### config.mk
export PLATFORM = sky130hd
export DESIGN_NAME = uart_tx_sched_flat
export DESIGN_NICKNAME = d
export VERILOG_FILES = /design/src/rtl/uart_tx_sched_if.sv /design/src/rtl/uart_tx_sched.sv /design/src/flat_wrapper.sv
export SDC_FILE = /design/constraint.sdc
export NUM_CORES = 1
export LEC_CHECK = 0
export CAP_MARGIN = 10
export CORE_MARGIN = 4
export CORE_UTILIZATION = 40
export DETAILED_ROUTE_END_ITERATION = 7
export PLACE_DENSITY = 0.77
export SETUP_SLACK_MARGIN = 0.4
export SYNTH_ARGS = -nofsm -noshare
export SYNTH_HDL_FRONTEND = slang
export SYNTH_SLANG_ARGS = --single-unit
### constraint.sdc
create_clock -name clck -period 2.3 [get_ports clck]
set_clock_uncertainty 0.05 [all_clocks]
set_input_delay 0.69 -clock clck [delete_from_list [all_inputs] [get_ports clck]]
set_output_delay 0.69 -clock clck [all_outputs]
set_load 0.005 [all_outputs]
### src/rtl/uart_tx_sched_if.sv
// Request/transmitter bundle for uart_tx_sched: requester handshake, captured frame
// and transmitter control. The scheduler takes the slave view, its environment the master view.
interface uart_tx_sched_if #(
    parameter int NREQ = 4
) ();
    localparam int GW = (NREQ > 1) ? $clog2(NREQ) : 1;

    logic [NREQ-1:0]   req;
    logic [8*NREQ-1:0] req_data;
    logic              cfg_par_en;
    logic              cfg_par_typ;
    logic [NREQ-1:0]   req_ack;
    logic [7:0]        p_data;
    logic              data_valid;
    logic              par_en;
    logic              par_typ;
    logic              busy;
    logic [GW-1:0]     grant_id;
    logic              tx_done;
    logic              timeout_err;

    modport slave (
        input  req, req_data, cfg_par_en, cfg_par_typ, busy,
        output req_ack, p_data, data_valid, par_en, par_typ, grant_id, tx_done, timeout_err
    );

    modport master (
        output req, req_data, cfg_par_en, cfg_par_typ, busy,
        input  req_ack, p_data, data_valid, par_en, par_typ, grant_id, tx_done, timeout_err
    );
endinterface

### src/rtl/uart_tx_sched.sv
// Multi-requester byte scheduler in front of a UART transmitter: arbitration, burst limit
// and busy-start watchdog. Define UART_TX_SCHED_RR_EN for round-robin, else fixed priority.
module uart_tx_sched #(
    parameter int NREQ         = 4,
    parameter int MAX_BURST    = 4,
    parameter int BUSY_TIMEOUT = 15
) (
    input  logic           clck,
    input  logic           rst,
    uart_tx_sched_if.slave sched
);
    localparam int GW = (NREQ > 1) ? $clog2(NREQ) : 1;
    localparam int BW = (MAX_BURST > 1) ? $clog2(MAX_BURST) : 1;
    localparam int TW = $clog2(BUSY_TIMEOUT);
    localparam logic [BW-1:0] BURST_LAST = BW'(MAX_BURST - 1);
    localparam logic [TW-1:0] TO_LAST    = TW'(BUSY_TIMEOUT - 1);

    typedef enum logic [1:0] {
        S_IDLE,
        S_LAUNCH,
        S_WAIT_BUSY,
        S_WAIT_DONE
    } state_e;

    state_e          state_q, state_d;
    logic [7:0]      p_data_q, p_data_d;
    logic            par_en_q, par_en_d;
    logic            par_typ_q, par_typ_d;
    logic [GW-1:0]   grant_id_q, grant_id_d;
    logic [BW-1:0]   burst_cnt_q, burst_cnt_d;
    logic [TW-1:0]   to_cnt_q, to_cnt_d;

    logic [NREQ-1:0] ack_vec;
    logic            launch;
    logic            done_pulse;
    logic            to_pulse;

    logic [7:0]      req_byte [NREQ];
    logic [NREQ-1:0] req_rot;
    logic            arb_any;
    logic [GW-1:0]   arb_off;
    logic [GW-1:0]   arb_win;

    generate
        for (genvar gi = 0; gi < NREQ; gi++) begin : g_byte
            assign req_byte[gi] = sched.req_data[8*gi +: 8];
        end
    endgenerate

`ifdef UART_TX_SCHED_RR_EN
    localparam logic [GW:0] NREQ_W = (GW+1)'(NREQ);
    logic [GW-1:0] ptr_q, ptr_d;
    logic [GW-1:0] grant_next;
    logic [GW:0]   arb_sum;

    // Rotate so bit 0 is the pointer position; the winner is pointer + offset, wrapped.
    assign req_rot    = NREQ'({sched.req, sched.req} >> ptr_q);
    assign arb_sum    = {1'b0, ptr_q} + {1'b0, arb_off};
    assign arb_win    = (arb_sum >= NREQ_W) ? GW'(arb_sum - NREQ_W) : arb_sum[GW-1:0];
    assign grant_next = (grant_id_q == GW'(NREQ - 1)) ? '0 : grant_id_q + GW'(1);
`else
    assign req_rot = sched.req;
    assign arb_win = arb_off;
`endif

    // Lowest set bit of the (rotated) request vector.
    always_comb begin
        arb_any = 1'b0;
        arb_off = '0;
        for (int i = NREQ - 1; i >= 0; i--) begin
            if (req_rot[i]) begin
                arb_any = 1'b1;
                arb_off = GW'(i);
            end
        end
    end

    always_comb begin
        state_d     = state_q;
        p_data_d    = p_data_q;
        par_en_d    = par_en_q;
        par_typ_d   = par_typ_q;
        grant_id_d  = grant_id_q;
        burst_cnt_d = burst_cnt_q;
        to_cnt_d    = to_cnt_q;
        ack_vec     = '0;
        launch      = 1'b0;
        done_pulse  = 1'b0;
        to_pulse    = 1'b0;
`ifdef UART_TX_SCHED_RR_EN
        ptr_d       = ptr_q;
`endif
        case (state_q)
            S_IDLE: begin
                if (!sched.busy && arb_any) begin
                    ack_vec[arb_win] = 1'b1;
                    p_data_d         = req_byte[arb_win];
                    par_en_d         = sched.cfg_par_en;
                    par_typ_d        = sched.cfg_par_typ;
                    grant_id_d       = arb_win;
                    burst_cnt_d      = '0;
                    state_d          = S_LAUNCH;
                end
            end
            S_LAUNCH: begin
                launch   = 1'b1;
                to_cnt_d = '0;
                state_d  = S_WAIT_BUSY;
            end
            S_WAIT_BUSY: begin
                if (sched.busy) begin
                    state_d = S_WAIT_DONE;
                end else if (to_cnt_q == TO_LAST) begin
                    to_pulse = 1'b1;
`ifdef UART_TX_SCHED_RR_EN
                    ptr_d    = grant_next;
`endif
                    state_d  = S_IDLE;
                end else begin
                    to_cnt_d = to_cnt_q + TW'(1);
                end
            end
            S_WAIT_DONE: begin
                if (!sched.busy) begin
                    done_pulse = 1'b1;
                    // Continue the burst straight into LAUNCH, no IDLE bubble.
                    if (sched.req[grant_id_q] && (burst_cnt_q < BURST_LAST)) begin
                        ack_vec[grant_id_q] = 1'b1;
                        p_data_d            = req_byte[grant_id_q];
                        par_en_d            = sched.cfg_par_en;
                        par_typ_d           = sched.cfg_par_typ;
                        burst_cnt_d         = burst_cnt_q + BW'(1);
                        state_d             = S_LAUNCH;
                    end else begin
`ifdef UART_TX_SCHED_RR_EN
                        ptr_d   = grant_next;
`endif
                        state_d = S_IDLE;
                    end
                end
            end
            default: state_d = S_IDLE;
        endcase
    end

    always_ff @(posedge clck) begin
        if (rst) begin
            state_q     <= S_IDLE;
            p_data_q    <= '0;
            par_en_q    <= 1'b0;
            par_typ_q   <= 1'b0;
            grant_id_q  <= '0;
            burst_cnt_q <= '0;
            to_cnt_q    <= '0;
`ifdef UART_TX_SCHED_RR_EN
            ptr_q       <= '0;
`endif
        end else begin
            state_q     <= state_d;
            p_data_q    <= p_data_d;
            par_en_q    <= par_en_d;
            par_typ_q   <= par_typ_d;
            grant_id_q  <= grant_id_d;
            burst_cnt_q <= burst_cnt_d;
            to_cnt_q    <= to_cnt_d;
`ifdef UART_TX_SCHED_RR_EN
            ptr_q       <= ptr_d;
`endif
        end
    end

    // Strobes are suppressed while reset is held so an abandoned frame reports nothing.
    assign sched.req_ack     = rst ? '0 : ack_vec;
    assign sched.data_valid  = launch & ~rst;
    assign sched.tx_done     = done_pulse & ~rst;
    assign sched.timeout_err = to_pulse & ~rst;
    assign sched.p_data      = p_data_q;
    assign sched.par_en      = par_en_q;
    assign sched.par_typ     = par_typ_q;
    assign sched.grant_id    = grant_id_q;
endmodule

### src/flat_wrapper.sv
// flat-port wrapper written by rule: the top's interface ports become plain ports
module uart_tx_sched_flat 
#(
    parameter int NREQ         = 4,
    parameter int MAX_BURST    = 4,
    parameter int BUSY_TIMEOUT = 15
)
  (clck, rst, sched_req, sched_req_data, sched_cfg_par_en, sched_cfg_par_typ, sched_busy, sched_req_ack, sched_p_data, sched_data_valid, sched_par_en, sched_par_typ, sched_grant_id, sched_tx_done, sched_timeout_err);
  uart_tx_sched_if #(.NREQ(NREQ)) sched_i ();
  input  logic clck;
  input  logic rst;
  input wire logic [$bits(sched_i.req)-1:0] sched_req;
  input wire logic [$bits(sched_i.req_data)-1:0] sched_req_data;
  input wire logic [$bits(sched_i.cfg_par_en)-1:0] sched_cfg_par_en;
  input wire logic [$bits(sched_i.cfg_par_typ)-1:0] sched_cfg_par_typ;
  input wire logic [$bits(sched_i.busy)-1:0] sched_busy;
  output wire logic [$bits(sched_i.req_ack)-1:0] sched_req_ack;
  output wire logic [$bits(sched_i.p_data)-1:0] sched_p_data;
  output wire logic [$bits(sched_i.data_valid)-1:0] sched_data_valid;
  output wire logic [$bits(sched_i.par_en)-1:0] sched_par_en;
  output wire logic [$bits(sched_i.par_typ)-1:0] sched_par_typ;
  output wire logic [$bits(sched_i.grant_id)-1:0] sched_grant_id;
  output wire logic [$bits(sched_i.tx_done)-1:0] sched_tx_done;
  output wire logic [$bits(sched_i.timeout_err)-1:0] sched_timeout_err;
  assign sched_i.req = sched_req;
  assign sched_i.req_data = sched_req_data;
  assign sched_i.cfg_par_en = sched_cfg_par_en;
  assign sched_i.cfg_par_typ = sched_cfg_par_typ;
  assign sched_i.busy = sched_busy;
  assign sched_req_ack = sched_i.req_ack;
  assign sched_p_data = sched_i.p_data;
  assign sched_data_valid = sched_i.data_valid;
  assign sched_par_en = sched_i.par_en;
  assign sched_par_typ = sched_i.par_typ;
  assign sched_grant_id = sched_i.grant_id;
  assign sched_tx_done = sched_i.tx_done;
  assign sched_timeout_err = sched_i.timeout_err;
  uart_tx_sched #(.NREQ(NREQ), .MAX_BURST(MAX_BURST), .BUSY_TIMEOUT(BUSY_TIMEOUT)) u_core (.clck(clck), .rst(rst), .sched(sched_i));
endmodule
## Yosys cells after proc, flatten, opt, wreduce, memory -nomap -nowiden

Index checks and enable logic that the tools add are counted.
Widths: inputs -> output; s select.

| cells by class | value |
|---|---|
| add/subtract/negate cells | 2 |
| $lt $le $gt $ge | 7 |
| eq/ne operators | 10 |
| mux-type cells | 56 |
| bitwise logic cells | 6 |
| reduce and logical (&&, ||, !) cells | 12 |

Operators with widths:

| kind | number |
|---|---|
| $mux 8 | 7 |
| $bmux 8 s2 | 2 |
| $mux 4 | 6 |
| $mux 2 | 11 |
| $mux 1 | 20 |
| $pmux 4 s2 | 2 |
| $pmux 8 s2 | 1 |
| $pmux 2 s4 | 1 |
| $ge 3x3->1 const B | 2 |
| $lt 2x3->1 const B | 2 |
| $ne 2x2->1 const B | 3 |
| $not 2->3 | 2 |
| $reduce_and 3->1 | 2 |
| $add 4x1->4 const B | 1 |
| $demux 1 s2 | 2 |
| $eq 2x2->1 const B | 2 |
| $eq 4x4->1 const B | 1 |
| $ge 2x1->1 const B | 2 |
| $logic_and 1x1->1 | 4 |
| $ne 2x1->1 const B | 2 |
| $pmux 1 s2 | 2 |
| $pmux 2 s2 | 1 |
| $reduce_and 4->1 | 1 |
| $reduce_bool 2->1 | 2 |
| other kinds (10) | 12 |

| word-level totals | value |
|---|---|
| register bits | 20 |
| input bits | 41 |
| output and inout port bits | 19 |
| word-level logic and storage cells | 100 |

## Longest topological paths before layout

Gate-level depths: netlist of run 1.

| depth | value |
|---|---|
| word-level depth | 11 |
| depth in mapped cells | 7 |
| depth with buffers taken out | 7 |

## Worst setup path after synthesis of run 1

Ideal clock, no wire load.

| timing path | value |
|---|---|
| path kind | register to output |
| start | register u_core.state_q[0] |
| end | output port sched_req_ack[2] |
| data arrival time | 1,619 ps |
| data required time | 1,560 ps |
| setup slack | -59 ps |
| cell stages (with the launch flop) | 7 |
| path buffers | 0 |
| cells stage by stage | dfxtp_1 ha_1 or2b_1 nor3b_4 nand2_1 o22a_1 nor3_1 |

| between the ends | value |
|---|---|
| word-level cells in the longest chain between the ends | 3 |
| elaborated cells on any way between the ends | 4 |
| those cells by class | 1 x eq/ne; 2 x mux; 1 x reduce/logical |

Ends and longest elaborated chain:

| item | line | RTL |
|---|---|---|
| start: declaration | uart_tx_sched.sv:25 | `state_e state_q, state_d;` |
| start signal: assignment | uart_tx_sched.sv:159 | `state_q <= state_d;` |
| $eq 2x2->1 or $logic_not 2->1 (tied branches) | uart_tx_sched.sv:93 | `case (state_q)` |
| $pmux 4 s2 * | uart_tx_sched.sv:93 |  |
| $mux 4 * | uart_tx_sched.sv:173 | `assign sched.req_ack = rst ? '0 : ack_vec;` |
| end: declaration | flat_wrapper.sv:17 | `output wire logic [$bits(sched_i.req_ack)-1:0] sched_req_ack;` |

Every way passes the cells marked *; elsewhere a longest branch is shown, timed or not.

## Worst setup path after layout of run 1

| timing path | value |
|---|---|
| start | register u_core.state_q[1] |
| end | output port sched_req_ack[2] |

The elaborated chain is that of the path after synthesis.

==> results of run 1 <==
## Yosys cell counts (3+ instances only)
library cell  count
nand2_1          11
a21oi_1           8
nor2b_1           4
nor4_1            3
nor3_2            9
nand2b_1          5
mux2i_1          16
inv_1             4
nor3_1            8
dfxtp_1          20
clkbuf_1          6
ha_1              8
nor2_1           17
nand3_1           4
o22ai_1           8
mux4_2            9
o21ai_0           4
a211oi_1          9
## layer usage
layer	GRT usage, %	up-vias	part of all wire, %
met1	30.3	985	37
met5	0	-	0
li1	-	875	-
met2	42.2	115	50
met3	4.35	35	7.1
met4	8.77	0	5.2
## through the flow
stage,std cells,setup WS [ps],TNS (ps)
6_report,328,-351,-1060
5_1_grt,328,-439,-1480
4_1_cts,323,-279,-987
3_5_place_dp,305,-962,-10870
3_3_place_gp,305,-919,-10340
2_1_floorplan,177,-2.64,-2.64
## final cells by class
class / count / area share, %
clock buffer: 4 / 1.78
timing repair buffer: 111 / 35.9
tap: 48 / 1.94
inverter: 5 / 0.688
multi-input combinational: 140 / 46.4
sequential: 20 / 13.3
## where the power goes
group / switching (mW) / internal, mW
sequential: 0.0540 / 0.425
clock: 0.124 / 0.152
combinational: 0.603 / 0.721
total: 0.781 / 1.30
## flip-flops by register name, summed over array words and instances, names as in the netlist
name                   flops
u_core.sched.par_en        1
u_core.state_q             2
u_core.to_cnt_q            4
u_core.burst_cnt_q         2
u_core.sched.p_data        8
u_core.sched.par_typ       1
u_core.sched.grant_id      2
## kinds of logic (layout without fill, tap and decap cells)
group           count (synthesis)  count (layout)  share of synthesized area (%)
buf+inv                        17             120                           5.32
mux                            25              25                           22.7
simple gates                   69              69                           25.0
compound gates                 36              36                           14.6
xor+xnor                        2               2                           1.09
flops                          20              20                           25.0
fa+ha+maj                       8               8                           6.26
## path summary, 6_finish.rpt
check / end / slack (ps)
max reg2reg: u_core.sched.p_data[0]$_SDFFE_PP0P_ / 200
max: sched_req_ack[2] / -350
min reg2reg: u_core.sched.par_en$_SDFFE_PP0P_ / 420
min: u_core.sched.par_en$_SDFFE_PP0P_ / 420
## what timing repair did
action                                  4_1_cts  5_1_grt
setup buffers                                11        5
pin swaps                                    20       15
gates cloned                                  3        0
resized for setup                            99       40
endpoints found under the setup margin       23       25
## worst max-delay path, stage by stage, from the launching register on
cell and delay [ps]:
dfxtp_2 370, ha_4 160, or2b_4 290, buf_6 120
nor3b_4 200, nand2_1 100, o22a_1 180, nor3_2 100
buf_2 130
==> metrics.txt, run 1 <==
run status=complete, but fails checks; failing checks=negative setup slack; drt total wl=between 7 and 8 mm; drt wl/cell=21.8 um; Slew @ Worst Pin=between 400 and 500 ps; Peak VDD IR=between 0.0004 and 0.0005 V; CP startpoint kind=flop; Seq/Total Area, Yosys=between 20% and 30%; Vert. Die Dim=~71 um; Die X=around 70 um; final setup vio count=5; Die ar.=approximately 0.005 mm2; Post-synth EDFFs=0; Slew headroom=a little under three quarters; Final Hold Fails=0; Multi-input gate area=between 0.001 and 0.0015 mm2; Power Total=approximately 2.1 mW; most common cell after layout, fill and taps aside=clkdlybuf4s50_1; port buffer count=59; GRT Util Overall=approximately 24%; Pleak=~1.2 nW; pwr/cell area=a little under 700 mW/mm2; DRT antenna net count=0; WHS=between 400 and 500 ps; Net count, final=between 300 and 400; Tmin final=approximately 2700 ps; TritonCTS buffer count=3; ys flop type=dfxtp_1; Slew Limit Fails=0; final worst slack=-351 ps; clock slew at reported path FFs=about 80 ps; DP HPWL=roughly 3.8 mm; H-tree levels=1; worst reg2reg startpoint=u_core.state_q[1]$_SDFFE_PP0P_; Worst Setup End Kind=primary output; crit path launch=u_core.state_q[1]$_SDFFE_PP0P_; Synth area leader=dfxtp_1; RSZ-0062 raised after global routing=true; Layout area overhead=93.3%; num rows=22; Worst R2R Path Depth=10; hold_sp=u_core.sched.par_en$_SDFFE_PP0P_; Seq. cell area=approximately 400 um2; WS Path Type=flop to primary output; first-pass GRT wire length=between 10 and 15 mm; Ant. Diodes=0; Async S/R FF share, synth=0%; layout cells sized above 1=50.7%; 1st-pass router iterations=4; placed instance area=about 0.0026 mm2; worst min path class=flop to flop; Yosys reg bits=20; WHS Path Cells=2; post-synth cell types=38; CTS root buf=clkbuf_8; Bufs on Longest Clock Path=2; Placeable Area=around 0.0038 mm2; mapped cell area=approximately 0.0016 mm2; final instance area=roughly 0.0031 mm2; Clk Latency, worst-skew pair=between 200 and 300 ps; final worst-path cycle share=115%; global route overflow=0; Core Util, Final=about 80%; Synth top area share=between 20 and 30%; Via Count=between 2000 and 2500; dominant cells by area after synthesis=dfxtp_1 25%, mux4_2 13%, mux2i_1 10%, ha_1 6.3%, nor3_2 5.6%; starting density of the core=around 42%; Max Freq=~380 MHz; syn_area_per_cell=roughly 9 um2; Crit path required time=1560 ps; Hold-fix buffers, CTS=0; commonest cells after routing, fill and taps aside=44 x clkdlybuf4s50_1, 31 x buf_4, 21 x buf_6; antenna violations before repair=0; Synth warnings=0; Vias/cell=between 6 and 7; Iter 0 DRT Violations=around 140; Clock Sinks=20; CTS tree=built; vias in the first global route=~2000; post-synth net total=roughly 230; largest net degree at the start of global routing=15; Post-Syn Instances=177; Fillers=roughly 220; I/O Pins=60; drc violations=0; Worst Path Max Fanout=3; CP arrival=~1900 ps; RD Place Congestion=just over 0.8; max-cap viol count=0
(Power assumes the default switching activity.)
==> run 2, diff against run 1 <==
--- a/config.mk
+++ b/config.mk
@@ -6,11 +6,11 @@
 export NUM_CORES = 1
 export LEC_CHECK = 0
 export CAP_MARGIN = 10
-export CORE_MARGIN = 4
 export CORE_UTILIZATION = 40
 export DETAILED_ROUTE_END_ITERATION = 7
 export PLACE_DENSITY = 0.77
 export SETUP_SLACK_MARGIN = 0.4
+export SLEW_MARGIN = 15
 export SYNTH_ARGS = -nofsm -noshare
 export SYNTH_HDL_FRONTEND = slang
 export SYNTH_SLANG_ARGS = --single-unit
==> metrics.txt, run 2 (synthesis gave the netlist of run 1 again) <==
run status=complete, but fails checks; failing checks=negative setup slack; TritonCTS buffer count=3 (unchanged); Placeable Area=0.00374 mm2 (-0.73%); slowest stage cell, crit path=mux4_2; pwr/cell area=684 mW/mm2 (+1.8%); most common cell after layout, fill and taps aside=clkdlybuf4s50_1; crit-path leading delay family=multiplexers; largest net degree at the start of global routing=15 (unchanged); critical-path cell list=buf_6 > mux4_2 > nor3b_4 > a32oi_1 > nor3_1 > buf_2; RD Place Congestion=0.900 (+11%); Ant. Diodes=0 (unchanged); Clock Sinks=20 (unchanged); Peak VDD IR=0.000433 V (+3.7%); Slew headroom=75.2% (+4.1 points); Pleak=1.29 nW (+7.5%); 1st-pass router iterations=4 (unchanged); antenna violations before repair=0 (unchanged); RSZ-0062 raised after global routing=true; H-tree levels=1 (unchanged); WS Path Type=primary input to primary output; Hold-fix buffers, CTS=0 (unchanged); Max Freq=390 MHz (+3.5%); DP HPWL=3.69 mm (-3.1%); Fillers=160 (-28%); dpl ws=-986 ps (-24.8 ps); Seq pwr share=22.6% (-0.4 points); Worst Path Max Fanout=3 (unchanged); DRT antenna net count=0 (unchanged); Vert. Die Dim=65.3 um (-8.4%); total internal power=1.37 mW (+5.4%); first-pass GRT wire length=9.92 mm (-0.96%); Tmin final=2560 ps (-90.4 ps); num rows=22 (unchanged); Net count, final=344 (+4.2%); Vias/cell=6.29 (+2.7%); vias in the first global route=2028 (-0.34%); final worst-path cycle share=111% (-3.9 points); Bufs on Longest Clock Path=2 (unchanged); CP startpoint kind=primary input; CP bufs+invs=2 (unchanged); Iter 0 DRT Violations=203 (+47%); layout cells sized above 1=59.4% (+8.7 points); worst min path class=flop to flop; global route overflow=0 (unchanged); final worst slack=-261 ps (+90.4 ps); Slew @ Worst Pin=372 ps (-60.7 ps); Crit path required time=1560 ps (about the same); clock slew at reported path FFs=80 ps (about the same); drt total wl=8.03 mm (+12%); I/O Pins=60 (unchanged); commonest cells after routing, fill and taps aside=43 x clkdlybuf4s50_1, 38 x buf_4, 27 x buf_6; CP arrival=1820 ps (-90 ps); GRT Util Overall=30.9% (+6.5 points); CTS root buf=clkbuf_8; Layout area overhead=107%; final setup vio count=4 (-1); Worst Setup End Kind=primary output; drt wl/cell=23.5 um (+8.0%); max-cap viol count=0 (unchanged); Die ar.=0.00426 mm2 (-16%); final setup TNS=-893 ps (+171 ps); drc violations=0 (unchanged); clock power share=10.8% (-2.5 points); combinational power share=66.6% (+3.0 points); P_sw=0.901 mW (+15%); Net Sw Frac=39.7% (+2.1 points); worst stage delay on the critical path=460 ps (+90 ps); Clk Latency, worst-skew pair=260 ps (about the same); CTS tree=built; Slew Limit Fails=0 (unchanged); Final Hold Fails=0 (unchanged); max reg flops=8 (unchanged); Via Count=2146 (+6.8%); starting density of the core=42.7% (+0.31 points); Die X=65.3 um (-8.4%); port buffer count=59 (unchanged)
-- run 2: final timing paths --
check | cells past startpoint | endpoint | startpoint | slack (ps)
worst max-delay path | 6 | sched_req_ack[3] | sched_req[3] | -260
worst min-delay path | 2 | u_core.sched.par_en$_SDFFE_PP0P_ | u_core.sched.par_en$_SDFFE_PP0P_ | 430
worst max register to register | 9 | u_core.sched.p_data[4]$_SDFFE_PP0P_ | u_core.sched.grant_id[0]$_SDFFE_PP0P_ | 180
worst min register to register | 2 | u_core.sched.par_en$_SDFFE_PP0P_ | u_core.sched.par_en$_SDFFE_PP0P_ | 430
-- run 2: power by group through the flow --
| stage | registers (mW) | logic [mW] | clock network, mW |
|---|---|---|---|
| after CTS | 0.473 | 1.18 | 0.232 |
| after global placement | 0.466 | 0.911 | 0 |
| after floorplan | 0.473 | 0.501 | 0 |
| after global routing | 0.519 | 1.58 | 0.255 |
| final | 0.513 | 1.51 | 0.244 |
| after detailed placement | 0.470 | 0.926 | 0 |
-- run 2: area by class of cell --
class,instances,area [um2],share of cell area [%]
timing repair buffer,125,1240,37.4
inverter,5,23.8,0.717
sequential,20,423,12.7
tap,48,60.1,1.81
multi-input combinational,140,1530,46.1
clock buffer,3,41.3,1.24
-- run 2: metal layers --
metal | GRT usage, % | routed length [um]
met1 | 38.6 | 3100
met2 | 54.3 | 4000
met3 | 2.78 | 544
met4 | 12.2 | 386
met5 | 0 | 0
-- run 2: tightest hold or removal path: cells and delay by family (launching register included) --
family	cells	cell delay [ps]
flip-flops	1	340
AO/OA/AOI/OAI	1	40
AND/OR/NAND/NOR	1	60
-- run 2: per-stage QoR --
stage | util (%) | cell area [um2] | cells | power, mW | hold WS [ps]
floorplan | - | 1750 | 177 | 0.975 | 394
global placement | 68.4 | 2560 | 307 | 1.38 | 393
detailed placement | 68.4 | 2560 | 307 | 1.40 | 405
CTS | 80.3 | 3010 | 329 | 1.89 | 415
global route | 88.6 | 3320 | 341 | 2.35 | 454
finish | 88.6 | 3320 | 341 | 2.27 | 426
-- run 2: repair_timing --
action	CTS	global route
gates cloned	1	0
endpoints found under the setup margin	24	24
pin swaps	21	22
setup buffers	18	12
gates resized for setup	128	53
==> run 3, diff against run 2 <==
--- a/config.mk
+++ b/config.mk
@@ -5,7 +5,7 @@
 export SDC_FILE = /design/constraint.sdc
 export NUM_CORES = 1
 export LEC_CHECK = 0
-export CAP_MARGIN = 10
+export CAP_MARGIN = 25
 export CORE_UTILIZATION = 40
 export DETAILED_ROUTE_END_ITERATION = 7
 export PLACE_DENSITY = 0.77
==> results of run 3 <==
Same layout as run 2: the final DEF is identical, and so are final timing and power.
